<file path="config.mk">
export PLATFORM = sky130hd
export DESIGN_NAME = tnoc_vc_output_switch
export DESIGN_NICKNAME = d
export VERILOG_FILES = /design/src/rtl/tnoc_pkg.sv /design/src/rtl/tnoc_round_robin_arbiter.sv /design/src/rtl/tnoc_vc_output_switch.sv
export SDC_FILE = /design/constraint.sdc
export NUM_CORES = 1
export LEC_CHECK = 0
export CELL_PAD_IN_SITES_DETAIL_PLACEMENT = 2
export CELL_PAD_IN_SITES_GLOBAL_PLACEMENT = 2
export CORE_AREA = 2 2 288 290
export CTS_CLUSTER_SIZE = 28
export DETAILED_ROUTE_END_ITERATION = 6
export DIE_AREA = 0 0 290 292
export PLACE_DENSITY = 0.69
export SYNTH_ARGS = -nofsm -noshare
export SYNTH_HDL_FRONTEND = slang
export SYNTH_SLANG_ARGS = --single-unit
</file>
<file path="constraint.sdc">
create_clock -name clk -period 5.6 [get_ports clk]
set_input_delay 1.12 -clock clk [delete_from_list [all_inputs] [get_ports clk]]
set_output_delay 1.12 -clock clk [all_outputs]
set_load 0.02 [all_outputs]
</file>
<file path="src/rtl/tnoc_pkg.sv">
// Shared types and helpers for the tnoc router slice.
package tnoc_pkg;

    // Per-VC wormhole lock: free for a new packet head, or owned by one port.
    typedef enum logic {
        IDLE,
        LOCKED
    } tnoc_vc_lock_state;

    // Bits needed to hold a credit count in the range 0..credits.
    function automatic int unsigned credit_count_width(input int unsigned credits);
        return $clog2(credits + 1);
    endfunction

endpackage

</file>
<file path="src/rtl/tnoc_round_robin_arbiter.sv">
// Round-robin arbiter: one-hot grant, search starts at the pointer; the
// pointer moves one past the granted requester when i_advance is strobed.
module tnoc_round_robin_arbiter #(
    parameter int unsigned REQUESTS = 2
) (
    input  logic                clk,
    input  logic                rst_n,
    input  logic [REQUESTS-1:0] i_request,
    input  logic                i_advance,
    output logic [REQUESTS-1:0] o_grant
);

    localparam int unsigned PW = (REQUESTS > 1) ? $clog2(REQUESTS) : 1;

    logic [PW-1:0] pointer;
    logic [PW-1:0] grant_index;
    logic          found;
    int unsigned   idx;

    // Scan requesters starting at the pointer, wrapping once; first hit wins.
    always_comb begin
        o_grant     = '0;
        grant_index = '0;
        found       = 1'b0;
        idx         = 0;
        for (int unsigned i = 0; i < REQUESTS; i++) begin
            idx = i + 32'(pointer);
            if (idx >= REQUESTS) begin
                idx = idx - REQUESTS;
            end
            if (!found && i_request[idx]) begin
                found        = 1'b1;
                o_grant[idx] = 1'b1;
                grant_index  = PW'(idx);
            end
        end
    end

    // Pointer moves past the winner only when the caller confirms the grant.
    always_ff @(posedge clk or negedge rst_n) begin
        if (!rst_n) begin
            pointer <= '0;
        end else if (i_advance && found) begin
            pointer <= (grant_index == PW'(REQUESTS - 1)) ? '0 : grant_index + 1'b1;
        end
    end

endmodule

</file>
<file path="src/rtl/tnoc_vc_output_switch.sv">
// Per-output-port VC switch with wormhole locking and credit flow control.
// Build option: TNOC_VC_FIXED_PRIORITY_EN selects a fixed-priority VC
// select (VC0 highest) instead of round-robin.
module tnoc_vc_output_switch
    import tnoc_pkg::*;
#(
    parameter int unsigned PORTS      = 5,
    parameter int unsigned CHANNELS   = 2,
    parameter int unsigned FLIT_WIDTH = 64,
    parameter int unsigned CREDITS    = 4
) (
    input  logic                                             clk,
    input  logic                                             rst_n,
    input  logic [PORTS*CHANNELS-1:0]                        i_valid,
    input  logic [PORTS*CHANNELS-1:0]                        i_last,
    input  logic [PORTS*CHANNELS*FLIT_WIDTH-1:0]             i_flit,
    output logic [PORTS*CHANNELS-1:0]                        o_ready,
    output logic                                             o_valid,
    output logic [CHANNELS-1:0]                              o_vc,
    output logic                                             o_last,
    output logic [FLIT_WIDTH-1:0]                            o_flit,
    input  logic [CHANNELS-1:0]                              i_credit_return,
    output logic [CHANNELS*credit_count_width(CREDITS)-1:0]  o_credit_count
);

    localparam int unsigned CW  = credit_count_width(CREDITS);
    localparam int unsigned PIW = (PORTS > 1) ? $clog2(PORTS) : 1;

    tnoc_vc_lock_state                  lock_state      [CHANNELS];
    tnoc_vc_lock_state                  lock_state_next [CHANNELS];
    logic [PIW-1:0]                     lock_owner      [CHANNELS];
    logic [PIW-1:0]                     lock_owner_next [CHANNELS];
    logic [CW-1:0]                      credit          [CHANNELS];

    logic [CHANNELS-1:0][PORTS-1:0]     port_request;
    logic [CHANNELS-1:0][PORTS-1:0]     port_grant;
    logic [CHANNELS-1:0]                port_advance;
    logic [CHANNELS-1:0][PIW-1:0]       cand_port;
    logic [CHANNELS-1:0]                vc_request;
    logic [CHANNELS-1:0]                vc_grant;
    logic                               accept;
    logic                               sel_last;
    logic [FLIT_WIDTH-1:0]              sel_flit;

    // Regroup the flat request vector per VC for the port arbiters.
    always_comb begin
        port_request = '0;
        for (int unsigned v = 0; v < CHANNELS; v++) begin
            for (int unsigned p = 0; p < PORTS; p++) begin
                port_request[v][p] = i_valid[p*CHANNELS+v];
            end
        end
    end

    for (genvar v = 0; v < CHANNELS; v++) begin : g_port_arb
        tnoc_round_robin_arbiter #(
            .REQUESTS (PORTS)
        ) u_port_arbiter (
            .clk       (clk),
            .rst_n     (rst_n),
            .i_request (port_request[v]),
            .i_advance (port_advance[v]),
            .o_grant   (port_grant[v])
        );
    end

    // Candidate port per VC (lock owner or arbiter winner) and VC eligibility.
    always_comb begin
        cand_port  = '0;
        vc_request = '0;
        for (int unsigned v = 0; v < CHANNELS; v++) begin
            if (lock_state[v] == LOCKED) begin
                cand_port[v] = lock_owner[v];
            end else begin
                for (int unsigned p = 0; p < PORTS; p++) begin
                    if (port_grant[v][p]) begin
                        cand_port[v] = PIW'(p);
                    end
                end
            end
            for (int unsigned p = 0; p < PORTS; p++) begin
                if (cand_port[v] == PIW'(p)) begin
                    vc_request[v] = i_valid[p*CHANNELS+v] && (credit[v] != '0);
                end
            end
        end
    end

`ifdef TNOC_VC_FIXED_PRIORITY_EN
    // Fixed-priority VC select: lowest eligible index wins.
    always_comb begin
        vc_grant = '0;
        for (int unsigned v = 0; v < CHANNELS; v++) begin
            if (vc_request[v] && (vc_grant == '0)) begin
                vc_grant[v] = 1'b1;
            end
        end
    end
`else
    tnoc_round_robin_arbiter #(
        .REQUESTS (CHANNELS)
    ) u_vc_arbiter (
        .clk       (clk),
        .rst_n     (rst_n),
        .i_request (vc_request),
        .i_advance (accept),
        .o_grant   (vc_grant)
    );
`endif

    // Decode the single accepted (port, VC) pair and mux its flit.
    always_comb begin
        accept       = |vc_grant;
        o_ready      = '0;
        sel_last     = 1'b0;
        sel_flit     = '0;
        port_advance = '0;
        for (int unsigned v = 0; v < CHANNELS; v++) begin
            port_advance[v] = vc_grant[v] && (lock_state[v] == IDLE);
            for (int unsigned p = 0; p < PORTS; p++) begin
                if (vc_grant[v] && (cand_port[v] == PIW'(p))) begin
                    o_ready[p*CHANNELS+v] = 1'b1;
                    sel_last              = i_last[p*CHANNELS+v];
                    sel_flit              = i_flit[(p*CHANNELS+v)*FLIT_WIDTH +: FLIT_WIDTH];
                end
            end
        end
    end

    // Lock state register per VC.
    always_ff @(posedge clk or negedge rst_n) begin
        if (!rst_n) begin
            for (int unsigned v = 0; v < CHANNELS; v++) begin
                lock_state[v] <= IDLE;
                lock_owner[v] <= '0;
            end
        end else begin
            for (int unsigned v = 0; v < CHANNELS; v++) begin
                lock_state[v] <= lock_state_next[v];
                lock_owner[v] <= lock_owner_next[v];
            end
        end
    end

    // Lock next state: a multi-flit head locks the VC, its tail releases it.
    always_comb begin
        for (int unsigned v = 0; v < CHANNELS; v++) begin
            lock_state_next[v] = lock_state[v];
            lock_owner_next[v] = lock_owner[v];
            if (vc_grant[v]) begin
                case (lock_state[v])
                    IDLE: begin
                        if (!sel_last) begin
                            lock_state_next[v] = LOCKED;
                            lock_owner_next[v] = cand_port[v];
                        end
                    end
                    LOCKED: begin
                        if (sel_last) begin
                            lock_state_next[v] = IDLE;
                        end
                    end
                    default: lock_state_next[v] = IDLE;
                endcase
            end
        end
    end

    // Credit counters: spend on accept, refill on return, saturate at CREDITS.
    always_ff @(posedge clk or negedge rst_n) begin
        if (!rst_n) begin
            for (int unsigned v = 0; v < CHANNELS; v++) begin
                credit[v] <= CW'(CREDITS);
            end
        end else begin
            for (int unsigned v = 0; v < CHANNELS; v++) begin
                case ({vc_grant[v], i_credit_return[v]})
                    2'b10:   credit[v] <= credit[v] - 1'b1;
                    2'b01: begin
                        if (credit[v] != CW'(CREDITS)) begin
                            credit[v] <= credit[v] + 1'b1;
                        end
                    end
                    default: ;
                endcase
            end
        end
    end

    // A return with a full counter means downstream freed a slot it never held.
    always_ff @(posedge clk) begin
        for (int unsigned v = 0; v < CHANNELS; v++) begin
            if (rst_n && i_credit_return[v] && !vc_grant[v]) begin
                assert (credit[v] != CW'(CREDITS));
            end
        end
    end

    // Expose credit counters for debug.
    always_comb begin
        o_credit_count = '0;
        for (int unsigned v = 0; v < CHANNELS; v++) begin
            o_credit_count[v*CW +: CW] = credit[v];
        end
    end

    // Output register: one cycle after acceptance.
    always_ff @(posedge clk or negedge rst_n) begin
        if (!rst_n) begin
            o_valid <= 1'b0;
            o_vc    <= '0;
            o_last  <= 1'b0;
            o_flit  <= '0;
        end else begin
            o_valid <= accept;
            o_vc    <= vc_grant;
            o_last  <= accept && sel_last;
            if (accept) begin
                o_flit <= sel_flit;
            end
        end
    end

endmodule

</file>
==> flow_summary.yaml <==
sta:
  fin_skew_ps: 22.9
  hold_violations: 0
  post-route-period-util_pct: 106
  rsz0062_at_grt: "true"
  fmax_mhz: 169
  slew_headroom_pct: 40.9
  timing.final.crit_period_ps: 5930
  worst_pin_slew_ps: 886
  setup_violations: 26
  fin_ws_ps: -334
  hold_ws_ps: 489
  fin_setup_tns_ps: -2750
  maxSlewViolCount: 0
route:
  wl_met2_um: 61700
  wire_per_inst_um: 31.0
  drt_wl_total_um: 118000
  postRouteAntennaNets: 0
  drtIter0Drc: 1056
  met3_length_um: 6440
  vias_per_cell: 5.03
  drc: 0
  wl_met1_um: 46600
  drtPass1Iterations: 5
  routed.top_layer: "met5"
  vias: 19187
synthesis:
  synth_edf_count: 0
  synth_area_um2: 12300
  syn_nets: 2386
  synth.yosys.warnings: 0
  synth-seq-area-share_pct: 18.2
  async_reset_ff_share_pct: 100
  syn_area_per_cell_um2: 7.31
  synth_seq_cells: 89
  ys.flop_type: "dfrtp_1"
  synth_cell_types: 106
  syn_inst: 1677
global_routing:
  grt_antenna_before_repair: 38
  gr-usage-all-layers_pct: 26.7
  grt_pass1_wl_um: 163000
  overflow: 0
  grt_pass1_vias: 21055
  grt_max_degree: 65
finish:
  area_growth_pct: 108
  drive_above_1_share_pct: 24.9
  final_util_pct: 31.3
  nets: 3434
  final_cell_mix: "clkdlybuf4s50_1 (727), buf_4 (376), nand2_1 (296)"
  final_common_cell: "clkdlybuf4s50_1"
clocking:
  cts.path.max_buffers: 2
  htree_levels: 3
  clk_latency_ps: 400
  tritoncts: "built"
  cts_buffers: 9
  cts.sinks: 89
  root_buffer: "clkbuf_16"
  cts_hold_buf: 0
  clk_pin_slew_ps: 80
floorplan:
  start_util_pct: 15.0
  fp.coreArea_um2: 81600
  die_w_um: 290
  io_pins: 748
  die_y_um: 292
  die_area_um2: 84700
  fp-row-count: 105
power_and_ir_drop:
  p_leak_nw: 10.1
  p_per_area_nw_per_um2: 937
  power_mw: 23.9
  ir_worst_vdd_v: 0.000444
placed_design:
  port_buffers: 747
  place.gp.congestion: 0.977
  hpwl_um: 99700
hold_path:
  whs_path_depth: 2
  min_path_type: "reg -> reg"
worst_setup_path:
  r2r_cells: 24
  path_class: "reg -> out"
  worstPathCellList: "buf_12 > ha_4 > fa_2 > a21bo_4 > mux2i_1 > buf_4 > or3_4 > o211ai_4 > and4_1 > buf_6 > buf_6 > nand3_2 > o211ai_1 > buf_4 > o32ai_4 > o211ai_1 > buf_4 > buf_6 > and3_4 > buf_6 > nor4_4 > buf_4"
  path_depth: 22
  slowest_delay_ps: 450
  crit_path_top_delay_cell: "dfrtp_2"
  crit_family: "buffers and inverters"
  crit_path_end_kind: "primary output"
  path_max_fanout: 7
  crit_required_ps: 4480
  start_kind: "register"
  arrival_ps: 4810
  path_buf_inv: 9
status:
  status: "complete, but fails checks"
  violations: "setup timing"
flow_run:
  maxCapViolCount: 0
-- repair_timing --
| action | in CTS | in global routing |
|---|---|---|
| resized for setup | 221 | 53 |
| cloned | 1 | 0 |
| setup endpoints to repair | 83 | 84 |
| buffers inserted | 48 | 22 |
| pin swaps | 64 | 24 |
-- state kept, by name, summed over array words and instances, names as in the netlist, named ones only --
name,flops
o_flit,64
g_port_arb.u_port_arbiter.pointer,6
lock_owner,6
o_credit_count,6
lock_state,2
o_vc,2
o_last,1
o_valid,1
-- metal layers --
| metal | track usage [%] | up-vias |
|---|---|---|
| met5 | 0 | - |
| met4 | 8.33 | 20 |
| met3 | 5.11 | 149 |
| met2 | 49.9 | 720 |
| met1 | 30.4 | 9710 |
| li1 | - | 8588 |
-- cells in the mapped netlist, types with 5 or more instances --
| library cell | instances | share of area (%) |
|---|---|---|
| nand2_1 | 302 | 9.2 |
| o22ai_1 | 104 | 5.3 |
| nand3_1 | 103 | 4.2 |
| dfrtp_1 | 87 | 18 |
| a21oi_1 | 75 | 3.1 |
| clkbuf_1 | 66 | 2.0 |
| mux2i_1 | 65 | 5.3 |
| nor2_1 | 61 | 1.9 |
| nand4_1 | 56 | 2.9 |
| o21ai_0 | 54 | 2.2 |
| buf_2 | 50 | 2.0 |
| o31ai_1 | 44 | 2.7 |
| ha_1 | 41 | 4.2 |
| nor3_1 | 41 | 1.7 |
| a221oi_1 | 40 | 2.9 |
| inv_1 | 38 | 1.2 |
| and3_1 | 25 | 1.3 |
| o221ai_1 | 24 | 1.7 |
| a21o_1 | 23 | 1.4 |
| a31oi_1 | 21 | 1.1 |
| nand2b_1 | 21 | 1.1 |
| a22oi_1 | 19 | 1.2 |
| o211ai_1 | 19 | 1.2 |
| nor2b_1 | 15 | 0.77 |
| a22o_1 | 12 | 0.86 |
| o21a_1 | 12 | 0.73 |
| o221a_2 | 12 | 1.1 |
| a221oi_2 | 11 | 1.3 |
| buf_4 | 11 | 0.67 |
| mux2_2 | 9 | 0.83 |
| or3_1 | 9 | 0.46 |
| a211oi_1 | 8 | 0.49 |
| o32ai_1 | 8 | 0.57 |
| xnor2_1 | 8 | 0.57 |
| and2_1 | 7 | 0.36 |
| buf_1 | 7 | 0.21 |
| inv_2 | 7 | 0.21 |
| o21ai_1 | 7 | 0.29 |
| a31o_2 | 6 | 0.43 |
| a32oi_1 | 6 | 0.43 |
| nor4_1 | 6 | 0.31 |
| a21boi_0 | 5 | 0.31 |
| a221o_1 | 5 | 0.41 |
| buf_6 | 5 | 0.46 |
| nor3b_1 | 5 | 0.31 |
-- kinds of logic (layout without fill, tap and decap cells) --
kind of cell,after synthesis,count (layout),synth area share [%]
AND/OR/NAND/NOR,685,685,27.1
AO/OA/AOI/OAI,584,584,35.8
adder cells (fa/ha/maj),45,45,4.84
other,0,18,0
buffers and inverters,186,1239,6.85
multiplexers,78,78,6.54
XOR/XNOR,10,10,0.714
flip-flops,89,89,18.2
-- path summary, 6_finish.rpt --
kind | start | to | slack [ps]
max in group asynchronous | rst_n | o_flit[8] | 3550
min in group asynchronous | rst_n | o_flit[27] | 790
hold / removal | o_flit[57] | o_flit[57] | 490
setup / recovery | g_port_arb[0].u_port_arbiter.pointer[1] | o_ready[4] | -330
hold reg to reg | o_flit[57] | o_flit[57] | 490
setup reg to reg | g_port_arb[0].u_port_arbiter.pointer[1] | o_flit[57] | -100
-- worst reg2reg max path, cell delays in order (launching register included) --
cell	delay, ps
dfrtp_2	450
buf_12	150
ha_4	150
fa_2	380
a21bo_4	210
mux2i_1	200
buf_4	160
or3_4	130
o211ai_4	130
and4_1	220
buf_6	140
buf_6	120
nand3_2	60
o211ai_1	150
buf_4	190
o32ai_4	260
o211ai_1	150
buf_4	180
buf_6	110
and3_4	190
buf_6	130
nor4_4	350
buf_4	650
a221oi_1	450
o31ai_1	290
-- final cells by class --
type	instances	area, um2
Sequential cell	89	2230
Clock inverter	6	96.3
Timing Repair Buffer	1176	11100
Antenna cell	18	45.0
Tap cell	1070	1340
Clock buffer	10	239
Multi-Input combinational cell	1402	10300
Fill cell	9214	56100
Inverter	47	188
-- stage by stage --
step	setup WS [ps]	cells	instance area, um2
global placement	-953	3715	23500
detailed placement	-1040	3715	23500
floorplan	3.63	1677	12400
CTS	-198	3779	25000
finish	-334	3818	25500
global route	-514	3817	25500
-- power by group --
part           leakage [nW]  switching [mW]  total (mW)  internal, mW
clock                 0.162           0.347       0.758         0.411
sequential             1.07           0.313        1.40          1.09
combinational          8.91            12.2        21.7          9.56
Power figures use the tool's default switching activity.
